**config.mk**
```make
export PLATFORM = sky130hd
export DESIGN_NAME = crc_stream_engine
export DESIGN_NICKNAME = d
export VERILOG_FILES = /design/src/rtl/crc_stream_engine.sv
export SDC_FILE = /design/constraint.sdc
export NUM_CORES = 1
export LEC_CHECK = 0
export ABC_AREA = 1
export BUFFER_PORTS_ARGS = -buffer_cell sky130_fd_sc_hd__buf_2
export CORE_MARGIN = 3
export CORE_UTILIZATION = 30
export DETAILED_ROUTE_END_ITERATION = 8
export PLACE_DENSITY = 0.52
export SLEW_MARGIN = 20
export SYNTH_ARGS = -nofsm -noshare
export SYNTH_HDL_FRONTEND = slang
export SYNTH_SLANG_ARGS = --single-unit
```
**constraint.sdc**
```tcl
create_clock -name i_clk -period 1.9 [get_ports i_clk]
set_clock_uncertainty 0.2 [all_clocks]
set_input_delay 0.19 -clock i_clk [delete_from_list [all_inputs] [get_ports i_clk]]
set_output_delay 0.19 -clock i_clk [all_outputs]
set_load 0.05 [all_outputs]
```
**src/rtl/crc_stream_engine.sv**
```systemverilog
// Streaming MSB-first CRC engine: per frame either appends the CRC to the data
// stream (generate) or compares a trailing CRC word (check), with a saturating error count.
module crc_stream_engine #(
    parameter int unsigned           DATA_W  = 16,
    parameter int unsigned           CRC_W   = 16,
    parameter logic [CRC_W-1:0]      POLY    = 16'h1021,
    parameter logic [CRC_W-1:0]      INIT    = 16'hFFFF,
    parameter logic [CRC_W-1:0]      XOR_OUT = 16'h0000,
    parameter int unsigned           CNT_W   = 16
) (
    input  logic              i_clk,
    input  logic              i_rst_n,
    input  logic              i_mode,
    input  logic              i_din_valid,
    output logic              o_din_ready,
    input  logic [DATA_W-1:0] i_din,
    input  logic              i_din_last,
    output logic              o_dout_valid,
    input  logic              i_dout_ready,
    output logic [DATA_W-1:0] o_dout,
    output logic              o_dout_last,
    output logic              o_chk_valid,
    output logic              o_chk_ok,
    output logic [CNT_W-1:0]  o_err_cnt,
    output logic              o_busy
);

    typedef enum logic [1:0] {IDLE, FRAME, APPEND} state_t;

    state_t              state_q, state_d;
    logic [CRC_W-1:0]    crc_q, crc_d;
    logic                mode_q, mode_d;
    logic [DATA_W-1:0]   dout_q, dout_d;
    logic                dout_valid_q, dout_valid_d;
    logic                dout_last_q, dout_last_d;
    logic                chk_valid_q, chk_valid_d;
    logic                chk_ok_q, chk_ok_d;
    logic [CNT_W-1:0]    err_cnt_q, err_cnt_d;

    logic                in_fire, out_fire, cur_mode, chk_match;
    logic [CRC_W-1:0]    crc_upd;

    function automatic logic [CRC_W-1:0] crc_word(input logic [CRC_W-1:0] crc,
                                                   input logic [DATA_W-1:0] data);
        logic [CRC_W-1:0] c;
        logic             fb;
        c = crc;
        for (int unsigned i = 0; i < DATA_W; i++) begin
            fb = c[CRC_W-1] ^ data[DATA_W-1-i];
            c  = {c[CRC_W-2:0], 1'b0};
            if (fb) c = c ^ POLY;
        end
        return c;
    endfunction

    assign crc_upd   = crc_word(crc_q, i_din);
    assign chk_match = ((crc_q ^ XOR_OUT) == i_din[CRC_W-1:0]);
    // Mode is only taken from the port on a frame's first beat.
    assign cur_mode  = (state_q == IDLE) ? i_mode : mode_q;
    assign in_fire   = i_din_valid && o_din_ready;
    assign out_fire  = dout_valid_q && i_dout_ready;

    always_ff @(posedge i_clk or negedge i_rst_n) begin
        if (!i_rst_n) begin
            state_q      <= IDLE;
            crc_q        <= INIT;
            mode_q       <= 1'b0;
            dout_q       <= '0;
            dout_valid_q <= 1'b0;
            dout_last_q  <= 1'b0;
            chk_valid_q  <= 1'b0;
            chk_ok_q     <= 1'b0;
            err_cnt_q    <= '0;
        end else begin
            state_q      <= state_d;
            crc_q        <= crc_d;
            mode_q       <= mode_d;
            dout_q       <= dout_d;
            dout_valid_q <= dout_valid_d;
            dout_last_q  <= dout_last_d;
            chk_valid_q  <= chk_valid_d;
            chk_ok_q     <= chk_ok_d;
            err_cnt_q    <= err_cnt_d;
        end
    end

    always_comb begin
        state_d = state_q;
        unique case (state_q)
            IDLE, FRAME: begin
                if (in_fire) begin
                    if (i_din_last) state_d = cur_mode ? IDLE : APPEND;
                    else            state_d = FRAME;
                end
            end
            APPEND:  if (dout_last_q && out_fire) state_d = IDLE;
            default: state_d = IDLE;
        endcase
    end

    always_comb begin
        crc_d        = crc_q;
        mode_d       = mode_q;
        dout_d       = dout_q;
        dout_valid_d = dout_valid_q;
        dout_last_d  = dout_last_q;
        chk_valid_d  = 1'b0;
        chk_ok_d     = chk_ok_q;
        err_cnt_d    = err_cnt_q;
        if (out_fire) begin
            dout_valid_d = 1'b0;
            dout_last_d  = 1'b0;
        end
        if (state_q == APPEND) begin
            if (dout_last_q) begin
                if (out_fire) crc_d = INIT;
            end else if (!dout_valid_q || out_fire) begin
                dout_d              = '0;
                dout_d[CRC_W-1:0]   = crc_q ^ XOR_OUT;
                dout_valid_d        = 1'b1;
                dout_last_d         = 1'b1;
            end
        end else if (in_fire) begin
            if (state_q == IDLE) mode_d = i_mode;
            if (!cur_mode) begin
                dout_d       = i_din;
                dout_valid_d = 1'b1;
                dout_last_d  = 1'b0;
                crc_d        = crc_upd;
            end else if (i_din_last) begin
                // The trailing word is compared, never absorbed.
                chk_valid_d = 1'b1;
                chk_ok_d    = chk_match;
                if (!chk_match && (err_cnt_q != '1)) err_cnt_d = err_cnt_q + 1'b1;
                crc_d       = INIT;
            end else begin
                crc_d = crc_upd;
            end
        end
    end

    always_comb begin
        o_din_ready  = (state_q != APPEND) && (!dout_valid_q || i_dout_ready);
        o_busy       = (state_q != IDLE);
        o_dout_valid = dout_valid_q;
        o_dout       = dout_q;
        o_dout_last  = dout_last_q;
        o_chk_valid  = chk_valid_q;
        o_chk_ok     = chk_ok_q;
        o_err_cnt    = err_cnt_q;
    end

endmodule
```
==> metrics.txt <==
status complete, but fails checks; failing checks negative setup slack; R2R setup slack -0.04 ns; CP max FO 5; Critical-path top delay cell dfrtp_1; Via density 4.81; Final Critical Period 1.94 ns; initial antenna violation count 0; layout cells sized above 1 54.6%; #FFs+latches synth 55; Worst Max-Slew Pin Slew 0.343 ns; unrepaired setup endpoints after global routing true; Worst R2R Start state_q[1]$_DFFE_PN0P_; Post-Syn Area 0.00360 sq mm; post-route setup slack -0.0407 ns; DR iter-0 viols 208; die width 115 um; Final HPWL DP 7850 um; commonest non-fill, non-tap cells in the layout nand2_1 (95), buf_4 (78), inv_1 (58), buf_2 (57), nand2_2 (54); Routed Antenna Nets 0; Hold Path Class input pin to flip-flop; GP Congestion 0.832; Design Area, Final 0.00585 sq mm; Pleak 0.00277 uW; Levels on crit path 13; Buf/Inv on CP 6; diode count 0; pin count of the biggest net entering global routing 56; most used cell along the critical path buf_6; Yosys warnings 0; placed instance area 0.00462 sq mm; PortBufs 59; Layout Nets 679; CP Class flip-flop to flip-flop; Clock Tree Buf Depth 2; Total GRT Usage 16.5%; DR vias 3845; sequential share of the synthesized area 38.8%; # fillers 1021; R2R cell count 13; Worst EP required 1.92 ns; Final Setup Violations 27; drt wl/cell 14.5 um; leading area contributor after synthesis dfrtp_1; Worst path top cell family by delay buffers and inverters; CP Launch Type flip-flop; critical path arrival 1.96 ns; worst vdd ir 0.632 mV; Cell Pwr Density 1910 mW/mm^2; Final Hold Viols 0; Critical Path Max Stage Delay 0.40 ns; Period Utilization, post-route 102%; Syn Area/Cell 7.37 sq um; critical-path cell list buf_6 -> inv_2 -> or2_4 -> nand2_4 -> inv_8 -> nand2_8 -> buf_6 -> o21ai_4 -> o21ai_2 -> inv_4 -> clkbuf_16 -> nor2_4 -> a31oi_1; # DRC 0; commonest non-fill, non-tap cell in the layout nand2_1; Syn Nets 511; Critical Path Start state_q[1]$_DFFE_PN0P_; full die area 0.0133 sq mm; Root Driver clkbuf_16; first-pass GRT wire length 17600 um; Reg-to-Reg End o_dout[8]$_DFFE_PN0P_; post-synthesis cell type count 36; Clock Pin Slew Worst Setup and Hold Paths 0.07 ns; vias in the first global route 3711; maxcap violations 0; 1st-pass router iterations 4; Yosys top cell area share 27.1%; starting density of the core 31.1%; clk sinks 55; TritonCTS clock tree built; Area Overhead vs Synth 62.7%; site row count 39; Max Slew Vio Count 0; I/O Pins 60; dominant cells by area after synthesis dfrtp_1 (27%), nand2_1 (17%), dfstp_2 (12%); hold depth 3; Critical Path Sink o_dout[8]$_DFFE_PN0P_; total CTS buffers 5; Die H 115 um; Skew-Pair Late Insertion Delay 0.30 ns; nature of the critical path endpoint flip-flop; final wirelength 11600 um; Max Clk Rate 0.515 GHz; grt ovf 0; H-Tree Depth 2; CORE AREA 0.0116 sq mm; Min Hold Slack 0.0112 ns; Slew HR 77.0%; Syn Inst Count 488
per-layer routing:
| layer | GRT usage (%) | vias to the layer above | share of wire (%) |
|---|---|---|---|
| li1 | - | 1881 | - |
| met1 | 20.3 | 1854 | 42 |
| met2 | 29.7 | 92 | 52 |
| met3 | 2.82 | 18 | 4.6 |
| met4 | 4.85 | 0 | 2.1 |
| met5 | 0 | - | 0 |
flip-flops by register name, indices dropped and copies added (netlist names):
register and count:
o_dout 16, o_chk_ok 1, o_dout_last 1, state_q 2, o_err_cnt 16, o_dout_valid 1
o_chk_valid 1, mode_q 1, crc_q 16
stage by stage:
step	util, %	cells	TNS, ns	total power (uW)	setup slack [ns]
CTS	45.9	791	-0.128	9590	-0.0338
finish	50.6	800	-0.488	11200	-0.0407
detailed placement	40.0	751	-1.59	7940	-0.0891
floorplan	-	488	-1.25	5860	-0.0945
global route	50.6	800	-4.73	11900	-0.145
global placement	40.0	751	-0.841	7850	-0.0722
worst register-to-register path, stage by stage, from the launching register on:
cell and delay, ns:
dfrtp_1 0.40, buf_6 0.12, inv_2 0.03, or2_4 0.14
nand2_4 0.07, inv_8 0.07, nand2_8 0.06, buf_6 0.13
o21ai_4 0.05, o21ai_2 0.08, inv_4 0.15, clkbuf_16 0.18
nor2_4 0.03, a31oi_1 0.13
worst min path at each step:
stage | start | end
after floorplan | i_rst_n | mode_q$_DFFE_PN0P_
after global routing | i_din[13] | o_dout[13]$_DFFE_PN0P_
after detailed placement | i_rst_n | o_err_cnt[3]$_DFFE_PN0P_
final | i_din[7] | o_dout[7]$_DFFE_PN0P_
after CTS | i_din[14] | o_dout[14]$_DFFE_PN0P_
after global placement | i_rst_n | o_err_cnt[3]$_DFFE_PN0P_
power breakdown:
part	switching [uW]	total (uW)	internal [uW]	leakage, uW
Combinational	4620	7990	3380	0.00207
Clock	439	931	492	0.0000641
Sequential	463	2240	1770	0.000636
cells in the mapped netlist (all sizes together):
cell and number:
nand2 168, inv 68, nand3 48, dfrtp 39, nor2 30, o21ai 22
xor2 18, a31oi 17, dfstp 16, xnor2 16, buf 11, or2 8
nand4 7, nor3 7, a21oi 5, o22ai 3, a22oi 1, clkbuf 1
ha 1, nand3b 1, o31ai 1
area by class of cell:
| type | count | area, sq um | share of cell area (%) |
|---|---|---|---|
| multi-input combinational | 354 | 2490 | 42.6 |
| sequential | 55 | 1410 | 24.1 |
| timing repair buffer | 172 | 1360 | 23.2 |
| inverter | 68 | 270 | 4.62 |
| tap | 143 | 179 | 3.06 |
| clock buffer | 7 | 133 | 2.27 |
| clock inverter | 1 | 7.51 | 0.128 |
repair_timing:
action                                  CTS  global route
endpoints found under the hold margin    68             0
hold buffers                             14             0
gates cloned                              2             4
endpoints found under the setup margin   32            50
gates resized for setup                  60           122
buffers inserted                         18             8
pin swaps                                15            40
cell families (layout without fill, tap and decap cells):
family | Yosys count | count (layout) | synth area share (%)
simple gates | 269 | 270 | 33.1
buf+inv | 80 | 248 | 10.3
flops | 55 | 55 | 38.8
compound gates | 49 | 49 | 9.22
xor+xnor | 34 | 34 | 8.28
fa+ha+maj | 1 | 1 | 0.348
Power figures use the tool's default switching activity.
